<file path="config.mk">
export PLATFORM = sky130hd
export DESIGN_NAME = filter_fir_sym_mc
export DESIGN_NICKNAME = d
export VERILOG_FILES = /design/src/rtl/filter_fir_sym_mc.sv
export SDC_FILE = /design/constraint.sdc
export NUM_CORES = 2
export LEC_CHECK = 0
export BUFFER_PORTS_ARGS = -buffer_cell sky130_fd_sc_hd__buf_2
export CORE_MARGIN = 3
export CORE_UTILIZATION = 30
export CTS_BUF_LIST = sky130_fd_sc_hd__clkbuf_8
export DETAILED_ROUTE_END_ITERATION = 8
export PLACE_DENSITY_LB_ADDON = 0.2
export SETUP_SLACK_MARGIN = 0.02
export SLEW_MARGIN = 30
export SYNTH_ARGS = -nofsm -noshare
export SYNTH_HDL_FRONTEND = slang
export SYNTH_SLANG_ARGS = --single-unit
</file>
<file path="constraint.sdc">
create_clock -name CLK -period 28.9 [get_ports CLK]
set_input_delay 1.445 -clock CLK [delete_from_list [all_inputs] [get_ports CLK]]
set_output_delay 1.445 -clock CLK [all_outputs]
set_load 0.02 [all_outputs]
</file>
<file path="src/rtl/filter_fir_sym_mc.sv">
// Multi-channel symmetric FIR: one shared multiplier fed by a tap pre-adder,
// half coefficient set written at runtime, channels processed in turn per frame.
module filter_fir_sym_mc #(
  parameter  int BIT_WIDTH = 16,
  parameter  int BIT_FRAC  = 14,
  parameter  int LENGTH    = 21,
  parameter  int NUM_CH    = 4,
  parameter  int UINT_IO   = 0,
  localparam int HALF      = (LENGTH + 1) / 2,
  localparam int CW        = (HALF > 1) ? $clog2(HALF) : 1
) (
  input  logic                        CLK,
  input  logic                        nRST,
  input  logic                        START_FLAG,
  input  logic [NUM_CH*BIT_WIDTH-1:0] DATA_IN,
  input  logic                        COEFF_WE,
  input  logic [CW-1:0]               COEFF_ADR,
  input  logic [BIT_WIDTH-1:0]        COEFF_DATA,
  output logic [NUM_CH*BIT_WIDTH-1:0] DATA_OUT,
  output logic                        DATA_VALID,
  output logic                        FIR_RDY
);

  localparam int  CHW = (NUM_CH > 1) ? $clog2(NUM_CH) : 1;
  localparam int  TW  = $clog2(LENGTH);
  localparam int  PW  = BIT_WIDTH + 1;
  localparam int  MW  = 2 * BIT_WIDTH + 1;
  localparam int  AW  = MW + $clog2(HALF);
  localparam bit  ODD = (LENGTH % 2) == 1;

  localparam logic [BIT_WIDTH-1:0] FLIP =
    (UINT_IO != 0) ? {1'b1, {(BIT_WIDTH-1){1'b0}}} : '0;
  localparam logic signed [AW-1:0] MAXV = AW'((2 ** (BIT_WIDTH - 1)) - 1);
  localparam logic signed [AW-1:0] MINV = -(AW'(2 ** (BIT_WIDTH - 1)));

  localparam logic [1:0] S_IDLE  = 2'd0;
  localparam logic [1:0] S_LOAD  = 2'd1;
  localparam logic [1:0] S_MAC   = 2'd2;
  localparam logic [1:0] S_STORE = 2'd3;

  logic [1:0]                  state_q, state_d;
  logic [CW-1:0]               k_q, k_d;
  logic [CHW-1:0]              ch_q, ch_d;
  logic signed [AW-1:0]        acc_q, acc_d;
  logic                        dv_q, dv_d;
  logic [NUM_CH*BIT_WIDTH-1:0] cap_q;
  logic signed [BIT_WIDTH-1:0] tap_q  [NUM_CH][LENGTH];
  logic signed [BIT_WIDTH-1:0] coef_q [HALF];
  logic [BIT_WIDTH-1:0]        out_q  [NUM_CH];

  logic                        last_k;
  logic                        coef_wr;
  logic [TW-1:0]               ia, ib;
  logic signed [BIT_WIDTH-1:0] xa, xb;
  logic signed [PW-1:0]        pre;
  logic signed [MW-1:0]        prod;

  // Floor shift back to sample scale, then clamp to the sample range.
  function automatic logic signed [BIT_WIDTH-1:0] sat_q(input logic signed [AW-1:0] a);
    logic signed [AW-1:0] s;
    s = a >>> BIT_FRAC;
    if (s > MAXV)      sat_q = MAXV[BIT_WIDTH-1:0];
    else if (s < MINV) sat_q = MINV[BIT_WIDTH-1:0];
    else               sat_q = s[BIT_WIDTH-1:0];
  endfunction

  assign last_k  = (k_q == CW'(HALF - 1));
  assign coef_wr = (state_q == S_IDLE) && COEFF_WE && (32'(COEFF_ADR) < HALF);

  // Pre-adder pairs tap k with its mirror; the odd-length centre tap stands alone.
  always_comb begin
    ia   = TW'(k_q);
    ib   = TW'(LENGTH - 1) - ia;
    xa   = tap_q[ch_q][ia];
    xb   = (ODD && last_k) ? '0 : tap_q[ch_q][ib];
    pre  = $signed({xa[BIT_WIDTH-1], xa}) + $signed({xb[BIT_WIDTH-1], xb});
    prod = coef_q[k_q] * pre;
  end

  always_comb begin
    state_d = state_q;
    k_d     = k_q;
    ch_d    = ch_q;
    acc_d   = acc_q;
    dv_d    = 1'b0;
    case (state_q)
      S_IDLE: begin
        if (START_FLAG) state_d = S_LOAD;
      end
      S_LOAD: begin
        acc_d   = '0;
        ch_d    = '0;
        k_d     = '0;
        state_d = S_MAC;
      end
      S_MAC: begin
        acc_d = acc_q + AW'(prod);
        if (last_k) state_d = S_STORE;
        else        k_d     = k_q + 1'b1;
      end
      default: begin
        acc_d = '0;
        k_d   = '0;
        if (ch_q == CHW'(NUM_CH - 1)) begin
          state_d = S_IDLE;
          dv_d    = 1'b1;
        end else begin
          ch_d    = ch_q + 1'b1;
          state_d = S_MAC;
        end
      end
    endcase
  end

  always_ff @(posedge CLK or negedge nRST) begin
    if (!nRST) begin
      state_q <= S_IDLE;
      k_q     <= '0;
      ch_q    <= '0;
      acc_q   <= '0;
      dv_q    <= 1'b0;
    end else begin
      state_q <= state_d;
      k_q     <= k_d;
      ch_q    <= ch_d;
      acc_q   <= acc_d;
      dv_q    <= dv_d;
    end
  end

  // Sample capture, delay lines, coefficient store and output registers.
  always_ff @(posedge CLK or negedge nRST) begin
    if (!nRST) begin
      cap_q <= '0;
      for (int c = 0; c < NUM_CH; c++) begin
        out_q[c] <= '0;
        for (int i = 0; i < LENGTH; i++) tap_q[c][i] <= '0;
      end
      for (int h = 0; h < HALF; h++) coef_q[h] <= '0;
    end else begin
      if ((state_q == S_IDLE) && START_FLAG) cap_q <= DATA_IN;
      if (coef_wr) coef_q[COEFF_ADR] <= $signed(COEFF_DATA);
      if (state_q == S_LOAD) begin
        for (int c = 0; c < NUM_CH; c++) begin
          for (int i = LENGTH - 1; i > 0; i--) tap_q[c][i] <= tap_q[c][i-1];
          tap_q[c][0] <= $signed(cap_q[c*BIT_WIDTH +: BIT_WIDTH] ^ FLIP);
        end
      end
      if (state_q == S_STORE) out_q[ch_q] <= sat_q(acc_q) ^ FLIP;
    end
  end

  for (genvar c = 0; c < NUM_CH; c++) begin : g_out
    assign DATA_OUT[c*BIT_WIDTH +: BIT_WIDTH] = out_q[c];
  end

  assign DATA_VALID = dv_q;
  assign FIR_RDY    = (state_q == S_IDLE);

endmodule

</file>
==> summary.txt <==
Clock tree
  • CTS Buf Count: 310
  • Insertion delay to the later sink of the worst-skew pair: 0.96 ns
  • CTS Buffer Depth: 4
  • Post-CTS Hold Buffers: 0
  • H-Tree Depth: 5
  • Cts repair resizes: 0
  • CTS tree: done
  • Post-CTS setup buffers: 0
  • Clock Pin Slew Worst Setup and Hold Paths: 0.06 ns
  • Num Clock Sinks: 1694
  • Clock Root Buffer: clkbuf_8

Status
  • Status: completed

Timing
  • Final setup viols: 0
  • Setup_tns: 0 ns
  • Max Slew Vio Count: 0
  • Count of final hold-check violations: 0
  • RSZ-0062 raised after global routing: no
  • Post-route clock period utilization: between 40% and 50%
  • Clock Skew: 0.0737 ns
  • Slew @ Worst Pin: ~1.0 ns
  • Tmin final: 13.10 ns
  • Relative slew slack: 30.9%
  • Fmax: 76.3 MHz

Floorplan
  • Die area: 0.303 sq mm
  • Starting Density: 30.2%
  • Die width: 550 um
  • # rows: 199
  • Boundary Pins: between 150 and 200
  • Die Y: between 500 and 600 um
  • Core Region: ~0.3 sq mm

Finish
  • Post-route cell area: 0.100 sq mm
  • Final nets: 6875
  • Layout cell share with drive strength beyond 1: 42.8%
  • Commonest non-fill, non-tap cell in the layout: dfrtp_1
  • Area growth syn-to-layout: 13.0%
  • Most frequent cells in the layout: 1688 x dfrtp_1, 1603 x mux2_2, 502 x inv_1, 441 x mux4_2, 388 x clkbuf_8

GRT
  • GRT Util Overall: 14.6%
  • Largest net degree at the start of global routing: 193
  • Vias in the first global route: 56.0k
  • Global-route wire length before repair: 348000 um
  • Total grt overflow: 0
  • Antenna violations before repair: 14

Worst setup path
  • Startpoint types: flop
  • Critical path capture point type: flop
  • Maximum fanout along the worst path: 83
  • Crit path buffers/inverters: 7
  • WP data required: 29.73 ns
  • Reg2reg path depth: 37
  • Reg-to-Reg Start: ch_q[0]
  • FF-to-FF End: acc_q[24]
  • Crit path max-delay cell type: xnor2_2
  • Critical Path AT: about 14 ns
  • CP Class: flop to flop
  • Worst path max stage delay: 0.76 ns
  • Most used cell, CP: fa_1
  • FF-to-FF setup slack: 15.80 ns
  • Family with the most delay on the worst path: adder cells

Min path
  • Hold depth: 2
  • Hold Path End: DATA_OUT[55]
  • Hold path start: DATA_OUT[55]
  • Worst min-delay path class: flop to flop

Detailed routing
  • Via count: 50.8k
  • Drt pass-1 iters: 5
  • Routed Wire Length: 222000 um
  • Routed Antenna Nets: 0
  • Initial DRC Count: 2684
  • DR WL/cell: 21.2 um
  • DRC violations left: 0
  • Vias per cell: 4.85

Synthesis
  • YS warnings: 0
  • Post-synth ARST share: 100%
  • Compound-Gate Fraction of Synth Area: 2.60%
  • Largest family of logic cells by synthesized area: multiplexers
  • Count of cell types in the netlist: 64
  • Largest area contributor in the netlist: dfrtp_1
  • Multiplexer area fraction after synthesis: 33.3%
  • Post-Synth Simple-Gate Area: 2.78%
  • Register bit total from synthesis: 1694
  • Average size of a mapped cell: 14.5 sq um
  • Synthesized instance count: roughly 6.1k
  • Post-synth EDFFs: 0
  • Adder-cell share of the synthesized area: 9.38%
  • Sequential element share of the synthesized area: 47.7%
  • Syn Nets: 6687
  • XOR/XNOR Fraction of Synth Area: 0.609%
  • Synthesized cell area: 0.0888 sq mm
  • Area contributors post-synth: dfrtp_1 48%, mux2_2 20%, mux4_2 11%
  • Dominant synthesized flop cell: dfrtp_1
  • Yosys top cell area share: 47.7%

Placed design
  • GP Congestion: between 0.8 and 0.9
  • DP HPWL: 146000 um
  • Port Buffers: 153
  • Placed Area: 0.0940 sq mm

Pwr
  • Power per standard cell area: 90.0 mW/mm^2
  • Peak supply drop: 0.0690 mV
  • P_leak: 48.1 nW
  • Overall Power: about 9 mW

Flow run
  • Max-cap viol count: 0
## how the worst max path moves through the flow
stage	from	endpoint	slack, ns	depth (start not counted)
after global routing	ch_q[0]	acc_q[24]	14.73	36
after floorplan	k_q[0]	acc_q[31]	18.80	42
after global placement	ch_q[0]	acc_q[24]	15.63	37
after detailed placement	ch_q[0]	acc_q[24]	15.64	36
final	ch_q[0]	acc_q[24]	15.80	37
after CTS	ch_q[0]	acc_q[24]	15.60	36
## cell type report
class	count	area [sq um]
Antenna cell	5	12.5
Clock buffer	388	5340
Clock inverter	142	811
Fill cell	28800	194000
Inverter	411	1550
Multi-Input combinational cell	3647	43500
Sequential cell	1694	42400
Tap cell	3919	4900
Timing Repair Buffer	256	1860
## metal layers
metal | track usage [%] | wire length (um) | vias to the layer above
met4 | 3.78 | 5120 | 4
met3 | 2.28 | 7360 | 334
met2 | 24.8 | 110000 | 744
li1 | - | - | 22300
met5 | 0 | 27 | -
met1 | 19.5 | 99000 | 27400
## metrics by stage
stage / instances / setup slack (ns) / hold WS, ns / util, %
floorplan: 6132 / 18.80 / 0.458 / -
global placement: 9920 / 15.63 / 0.455 / 31.9
detailed placement: 9922 / 15.64 / 0.465 / 31.9
CTS: 10500 / 15.60 / 0.414 / 34.0
global route: 10500 / 14.73 / 0.461 / 34.1
finish: 10500 / 15.80 / 0.470 / 34.1
## sequential cells by signal, summed over array words and instances (netlist names)
name / count
DATA_OUT: 64
DATA_VALID: 1
acc_q: 37
cap_q: 64
ch_q: 2
coef_q: 176
k_q: 4
state_q: 2
tap_q: 1344
## worst reg2reg max path, delay by kind of cell, from the launching register on
kind,cells,cell delay (ns)
adders and majority gates,8,3.96
AOI/OAI and AO/OA,12,3.46
buffers and inverters,7,2.19
muxes,2,1.07
xor gates and xnor gates,2,0.92
and+or+nand+nor,6,0.74
DFF,1,0.69
## power breakdown
part,switching [mW],internal [mW],leakage (nW)
registers,0.242,2.65,23.3
logic,2.26,1.60,21.3
clock network,1.03,1.26,3.54
## cell families after synthesis
family / count (synthesis)
muxes: 2205
DFF: 1694
buffers and inverters: 791
and+or+nand+nor: 568
adders and majority gates: 467
AOI/OAI and AO/OA: 347
xor gates and xnor gates: 60
## cell usage after synthesis, drive strengths merged (43+ instances only)
master / count
buf: 111
ha: 136
mux2: 1603
o21ai: 129
mux4: 441
clkbuf: 269
mux2i: 161
a21oi: 43
nor2: 175
nand2: 250
fa: 331
dfrtp: 1694
inv: 409
(Power assumes the default switching activity.)
